[config.mk]
export PLATFORM = sky130hd
export DESIGN_NAME = kronos_idex_stage
export DESIGN_NICKNAME = d
export VERILOG_FILES = /design/src/rtl/kronos_types.sv /design/src/rtl/kronos_idex_stage_scoreboard.sv /design/src/rtl/kronos_idex_stage.sv
export SDC_FILE = /design/constraint.sdc
export NUM_CORES = 1
export LEC_CHECK = 0
export BUFFER_PORTS_ARGS = -buffer_cell sky130_fd_sc_hd__buf_2
export CAP_MARGIN = 20
export CORE_MARGIN = 2
export CORE_UTILIZATION = 38
export CTS_BUF_LIST = sky130_fd_sc_hd__clkbuf_16
export CTS_CLUSTER_SIZE = 25
export DETAILED_ROUTE_END_ITERATION = 10
export HOLD_SLACK_MARGIN = 0.02
export PLACE_DENSITY = 0.73
export SYNTH_ARGS = -nofsm -noshare
export SYNTH_HDL_FRONTEND = slang
export SYNTH_HIERARCHICAL = 1
export SYNTH_SLANG_ARGS = --single-unit
export TNS_END_PERCENT = 100
[constraint.sdc]
create_clock -name clk -period 13.5 [get_ports clk]
set_clock_uncertainty 0.05 [all_clocks]
set_input_delay 0.675 -clock clk [delete_from_list [all_inputs] [get_ports clk]]
set_output_delay 0.675 -clock clk [all_outputs]
set_load 0.005 [all_outputs]
[src/rtl/kronos_types.sv]
// -----------------------------------------------------------------------------
// kronos_types
// Shared types and constants for the Kronos pipeline slice.
//   REG_ADDR_W : width of a register index (x0..x31)
//   REG_COUNT  : number of architectural integer registers
//   pipeIDEX_t : decoded instruction handed from ID to EX
//   ir_rd()    : destination-register field of a 32-bit instruction word
// -----------------------------------------------------------------------------
package kronos_types;

    localparam int REG_ADDR_W = 5;
    localparam int REG_COUNT  = 32;

    typedef struct packed {
        logic [31:0] pc;
        logic [31:0] ir;
        logic [31:0] op1;
        logic [31:0] op2;
        logic [3:0]  aluop;
        logic        regwr_alu;
        logic        load;
        logic        store;
        logic        illegal;
    } pipeIDEX_t;

    // Destination register index lives in ir[11:7] for every format that has one
    function automatic logic [REG_ADDR_W-1:0] ir_rd(input logic [31:0] ir);
        return ir[11:7];
    endfunction

endpackage

[src/rtl/kronos_idex_stage_scoreboard.sv]
// -----------------------------------------------------------------------------
// kronos_scoreboard
// Tracks register write-backs that EX has accepted but not yet retired.
// Ports:
//   clk, rstz        : clock, asynchronous active-low reset
//   set_en, set_sel  : mark register set_sel as having a write outstanding
//   clr_en, clr_sel  : write-back of register clr_sel has arrived
//   busy_mask        : registered scoreboard, bit n = write to xn outstanding
// A set and a clear on the same index in one cycle leave the bit set, since
// the set belongs to a younger instruction than the retiring write. x0 is
// hard-wired to never look busy.
// -----------------------------------------------------------------------------
module kronos_scoreboard
    import kronos_types::*;
(
    input  logic                  clk,
    input  logic                  rstz,
    input  logic                  set_en,
    input  logic [REG_ADDR_W-1:0] set_sel,
    input  logic                  clr_en,
    input  logic [REG_ADDR_W-1:0] clr_sel,
    output logic [REG_COUNT-1:0]  busy_mask
);

    logic [REG_COUNT-1:0] busy_r;
    logic [REG_COUNT-1:0] busy_next_s;

    // Next scoreboard value: apply the clear first so a same-index set overrides it
    always_comb begin
        busy_next_s = busy_r;
        if (clr_en) begin
            busy_next_s[clr_sel] = 1'b0;
        end else begin
            busy_next_s = busy_next_s;
        end
        if (set_en && (set_sel != 5'd0)) begin
            busy_next_s[set_sel] = 1'b1;
        end else begin
            busy_next_s = busy_next_s;
        end
        busy_next_s[0] = 1'b0;
    end

    // Scoreboard register
    always_ff @(posedge clk or negedge rstz) begin
        if (!rstz) begin
            busy_r <= 32'd0;
        end else begin
            busy_r <= busy_next_s;
        end
    end

    assign busy_mask = busy_r;

endmodule

[src/rtl/kronos_idex_stage.sv]
// -----------------------------------------------------------------------------
// kronos_idex_stage
// ID/EX pipeline register with a source-register hazard interlock.
// Ports:
//   clk, rstz                 : clock, asynchronous active-low reset
//   dec_payload               : decoded instruction (rd = ir[11:7])
//   dec_rs1/dec_rs2           : source register indices
//   dec_rs1_used/dec_rs2_used : instruction actually reads that source
//   dec_rd_wr                 : instruction writes rd back to the register file
//   dec_vld/dec_rdy           : decoder handshake (dec_rdy is combinational)
//   decode/decode_vld         : held instruction presented to EX
//   decode_rdy                : EX accepts the held instruction
//   flush                     : EX redirect; drops the held entry
//   regwr_en/regwr_sel        : EX register write-back strobe and index
//   busy_mask                 : outstanding write-backs, bit 0 always 0
//   stall                     : decoder has an instruction it cannot hand over
// A single entry, no skid buffer. The scoreboard bit for a destination is set
// when EX accepts the instruction, never on capture, so instructions that are
// flushed or never accepted (e.g. excepting ones) cannot leave a stale bit.
// -----------------------------------------------------------------------------
module kronos_idex_stage
    import kronos_types::*;
#(
    parameter bit EN_INTERLOCK = 1'b1
)(
    input  logic                  clk,
    input  logic                  rstz,
    input  pipeIDEX_t             dec_payload,
    input  logic [REG_ADDR_W-1:0] dec_rs1,
    input  logic [REG_ADDR_W-1:0] dec_rs2,
    input  logic                  dec_rs1_used,
    input  logic                  dec_rs2_used,
    input  logic                  dec_rd_wr,
    input  logic                  dec_vld,
    output logic                  dec_rdy,
    output pipeIDEX_t             decode,
    output logic                  decode_vld,
    input  logic                  decode_rdy,
    input  logic                  flush,
    input  logic                  regwr_en,
    input  logic [REG_ADDR_W-1:0] regwr_sel,
    output logic [REG_COUNT-1:0]  busy_mask,
    output logic                  stall
);

    pipeIDEX_t             decode_r;
    logic                  decode_vld_r;
    logic [REG_ADDR_W-1:0] held_rd_r;
    logic                  held_rd_wr_r;

    logic [REG_COUNT-1:0]  busy_mask_s;
    logic                  rs1_haz_s;
    logic                  rs2_haz_s;
    logic                  hazard_s;
    logic                  dec_rdy_s;
    logic                  capture_s;
    logic                  accept_s;
    logic                  sb_set_s;

    // Source hazards: a register is unsafe to read while its write is in the
    // scoreboard or while the held (not yet accepted) entry is about to write it.
    // The registered mask is used on purpose: a bit cleared this cycle still
    // stalls for one bubble because there is no write-to-read bypass in the RF.
    always_comb begin
        rs1_haz_s = 1'b0;
        rs2_haz_s = 1'b0;
        if (dec_rs1_used && (dec_rs1 != 5'd0)) begin
            rs1_haz_s = busy_mask_s[dec_rs1]
                     || (decode_vld_r && held_rd_wr_r && (held_rd_r == dec_rs1));
        end else begin
            rs1_haz_s = 1'b0;
        end
        if (dec_rs2_used && (dec_rs2 != 5'd0)) begin
            rs2_haz_s = busy_mask_s[dec_rs2]
                     || (decode_vld_r && held_rd_wr_r && (held_rd_r == dec_rs2));
        end else begin
            rs2_haz_s = 1'b0;
        end
    end

    // Interlock enable: forwarding builds still keep the scoreboard but never stall on it
    always_comb begin
        hazard_s = 1'b0;
        if (EN_INTERLOCK) begin
            hazard_s = rs1_haz_s || rs2_haz_s;
        end else begin
            hazard_s = 1'b0;
        end
    end

    // Handshake terms; flush blocks capture so a redirected stream is never latched
    always_comb begin
        dec_rdy_s = !flush && !hazard_s && (!decode_vld_r || decode_rdy);
        capture_s = dec_vld && dec_rdy_s;
        accept_s  = decode_vld_r && decode_rdy;
        sb_set_s  = accept_s && held_rd_wr_r && (held_rd_r != 5'd0);
    end

    // Entry valid flag and destination bookkeeping
    always_ff @(posedge clk or negedge rstz) begin
        if (!rstz) begin
            decode_vld_r <= 1'b0;
            held_rd_r    <= 5'd0;
            held_rd_wr_r <= 1'b0;
        end else if (capture_s) begin
            decode_vld_r <= 1'b1;
            held_rd_r    <= ir_rd(dec_payload.ir);
            held_rd_wr_r <= dec_rd_wr;
        end else if (flush || accept_s) begin
            decode_vld_r <= 1'b0;
        end else begin
            decode_vld_r <= decode_vld_r;
        end
    end

    // Payload register: only meaningful while decode_vld is high, so not reset
    always_ff @(posedge clk) begin
        if (capture_s) begin
            decode_r <= dec_payload;
        end else begin
            decode_r <= decode_r;
        end
    end

    kronos_scoreboard u_scoreboard (
        .clk       (clk),
        .rstz      (rstz),
        .set_en    (sb_set_s),
        .set_sel   (held_rd_r),
        .clr_en    (regwr_en),
        .clr_sel   (regwr_sel),
        .busy_mask (busy_mask_s)
    );

    assign dec_rdy    = dec_rdy_s;
    assign decode     = decode_r;
    assign decode_vld = decode_vld_r;
    assign busy_mask  = busy_mask_s;
    assign stall      = dec_vld && !dec_rdy_s && !flush;

endmodule

==> metrics.yaml <==
setup_path:
  rr_endpoint: "decode[113]$_DFFE_PP_"
  setup.worst_path.end_class: "flip-flop"
  slowest_stage: "mux4_1"
  crit_start: "dec_rs1[0]"
  critPathRequiredTime_ps: 13520
  critPathArrivalTime_ps: 3550
  reg2reg_depth: 8
  path_max_fanout: 79
  criticalPathCategory: "in2reg"
  r2r_start: "u_scoreboard/busy_mask[9]$_DFF_PN0_"
  setup.worst_path.start_class: "input port"
  cpPeakStageDelay_ps: 590
  path_cells: "buf_2 > mux4_1 > a311oi_1 > a22oi_1 > a211oi_2 > nand2_4 > inv_6 > buf_4 > buf_16"
  crit_path_end: "decode[113]$_DFFE_PP_"
  rrSetupSlack_ps: 10130
finish:
  layout_commonest_cell: "buf_2"
  layout-drive-gt1-share_pct: 53.89
  syn2layout_area_growth_pct: 38.27
  stdcell_area_sq_um: 8991
  nets: 867
  layout_common_cells: "buf_2 (329), edfxtp_1 (136), o21ai_0 (58), dfrtp_1 (38), clkbuf_16 (17)"
  post-route-util_pct: 54.03
yosys:
  synth.top_cell.area_share_pct: 62.81
  synth-compound-area-share_pct: 6.927
  synth_top_family_by_area: "multiplexers"
  syn_nets: 524
  synthAdderAreaFrac_pct: 0
  muxShareOfSynthArea_pct: 7.427
  synth_top_area_cell: "edfxtp_1"
  async_flop_share_pct: 21.84
  synth_flop_cell: "edfxtp_1"
  ys_types: 48
  ys_warn_count: 6
  synth.yosys.seq_area_share_pct: 77.43
  synth_simple_gate_area_share_pct: 5.676
  syn-cell-area_sq_um: 6502
  syn_area_per_cell_sq_um: 17.86
  netlist_top_cells_area: "edfxtp_1 (63%), dfrtp_1 (15%), o21ai_0 (4.5%)"
  ys_seq_elements: 174
  synth_edf_count: 136
  syn_inst: 364
  synth_xor_area_share_pct: 1.347
cts:
  worstSkewPairLatency_ps: 420
  cts_sinks: 174
  worst_setup_hold_path_clk_slew_ps: 70
  cts_tree: "yes"
  post_cts_buffers: 0
  cts.path.max_buffers: 2
  htree_levels: 4
  postCtsResizedCells: 0
  numCtsBuffers: 17
  clockRootBuffer: "clkbuf_16"
  ctsHoldBuffers: 0
placement:
  post-place-ws_ps: 9240
  placed_area_sq_um: 8382
  port-buffer-count: 329
  hpwl_mm: 14.30
  routabilityCongestion: 0.8645
run:
  max_cap_violations: 0
floorplan:
  fp.coreArea_sq_um: 16640
  pin_count: 331
  start_util_pct: 39.07
  fp-row-count: 47
  die-area_sq_um: 18170
  die_h_microns: 134.8
  die_w_microns: 134.8
timing:
  final_max_slew_viol_count: 0
  max_slew.worst_pin.slew_ps: 808.5
  fin_tns_setup_ps: 0
  setup_viol: 0
  finalHoldViolCount: 0
  finalCritPeriodShare_pct: 26.14
  clock.fmax_ghz: 0.2834
  final.min_clock_period_ps: 3529
  worst_slack_ps: 9971
  rsz0062_at_grt: "false"
  max-slew-margin-rel_pct: 46.10
route:
  wirelength_mm: 18.56
  firstDrtPassIters: 5
  dr.first_iter.drc_count: 339
  vias_per_cell: 4.985
  vias: 4706
  ant_nets: 0
  drc: 0
  post_drt_wl_per_cell_microns: 19.66
power:
  pwr-share-clk_pct: 36.6
  netSwitchingFraction_pct: 25.97
  ir_drop_v: 0.0001054
  power.density_nw_per_um2: 141.6
  p_leak_nw: 3.919
  combPwrFrac_pct: 11.5
  p_int_uw: 942.2
  total_power_mw: 1.273
  switchingPower_uw: 330.6
  seqPwrFrac_pct: 51.9
grt:
  grt_pass1_wl_mm: 26.80
  grt_usage_pct: 20.18
  grt_max_degree: 95
  antenna_found_initial: 11
  grt-ovfl-total: 0
  grt_pass1_vias: 4659
hold_path:
  hold_class: "in2async"
status:
  status: "completed"
[layout make-up]
class | count | area (sq um)
Inverter | 5 | 23.77
Timing Repair Buffer | 331 | 1682
Clock buffer | 17 | 425.4
Fill cell | 1390 | 7651
Tap cell | 220 | 275.3
Sequential cell | 174 | 5035
Antenna cell | 4 | 10.01
Multi-Input combinational cell | 178 | 1394
Clock inverter | 15 | 146.4
[per-layer routing]
metal | global-route usage [%] | share of wire (%) | vias up
met5 | 0 | 0.37 | -
li1 | - | - | 2143
met3 | 9.872 | 12 | 39
met1 | 21.74 | 34 | 2254
met4 | 7.485 | 2.7 | 10
met2 | 34.35 | 51 | 260
[power by group through the flow]
stage	Combinational (mW)	Sequential (mW)	Clock [mW]
4_1_cts	0.146	0.660	0.477
5_1_grt	0.160	0.665	0.499
3_3_place_gp	0.142	0.671	0
2_1_floorplan	0.0647	0.665	0
3_5_place_dp	0.145	0.672	0
6_report	0.146	0.661	0.466
[worst max-delay path, delay by kind of cell]
family / cells / cell delay [ps]
buffers and inverters: 4 / 1260
AOI/OAI and AO/OA: 3 / 780
muxes: 1 / 590
and+or+nand+nor: 1 / 170
[cell usage after synthesis, types with 2 or more instances]
| library cell | instances |
|---|---|
| a21oi_1 | 2 |
| buf_6 | 3 |
| dfrtp_1 | 38 |
| edfxtp_1 | 136 |
| inv_1 | 5 |
| mux2_2 | 4 |
| mux2_4 | 6 |
| mux2i_1 | 7 |
| mux4_1 | 8 |
| mux4_2 | 3 |
| nand2_1 | 8 |
| nand2b_1 | 2 |
| nand3_1 | 6 |
| nand3b_1 | 12 |
| nand4_1 | 2 |
| nor2_1 | 8 |
| nor3_1 | 4 |
| nor4_1 | 2 |
| o21ai_0 | 58 |
| o21ai_1 | 7 |
| o22ai_1 | 2 |
| o41ai_1 | 2 |
| or3b_2 | 6 |
| xnor2_1 | 2 |
| xor2_1 | 8 |
[logic make-up after synthesis]
group,after synthesis
AO/OA/AOI/OAI,80
XOR/XNOR,10
buffers and inverters,12
flip-flops,174
multiplexers,28
other,1
AND/OR/NAND/NOR,59
[registers in the layout (all words and copies together), names as in the netlist]
name	cells
decode	136
decode_vld	1
held_rd_wr_r	1
held_rd_r	5
u_scoreboard/busy_mask	31
[how the worst min path moves through the flow]
stage                                                   start                                   end  slack [ps]
after floorplan                                          rstz                decode_vld$_DFFE_PN0P_         330
after detailed placement  u_scoreboard/busy_mask[8]$_DFF_PN0_   u_scoreboard/busy_mask[8]$_DFF_PN0_         510
after CTS                                                rstz  u_scoreboard/busy_mask[23]$_DFF_PN0_         310
after global placement    u_scoreboard/busy_mask[8]$_DFF_PN0_   u_scoreboard/busy_mask[8]$_DFF_PN0_         500
after global routing                                     rstz  u_scoreboard/busy_mask[22]$_DFF_PN0_         350
final                                                    rstz  u_scoreboard/busy_mask[23]$_DFF_PN0_         290
[per-stage QoR]
step                hold slack [ps]  instances
floorplan                     329.4        364
global placement              499.4        907
detailed placement            506.8        907
CTS                           305.8        939
global route                  346.1        941
finish                        293.2        944
Note: power is estimated with default switching activity, not from simulation.
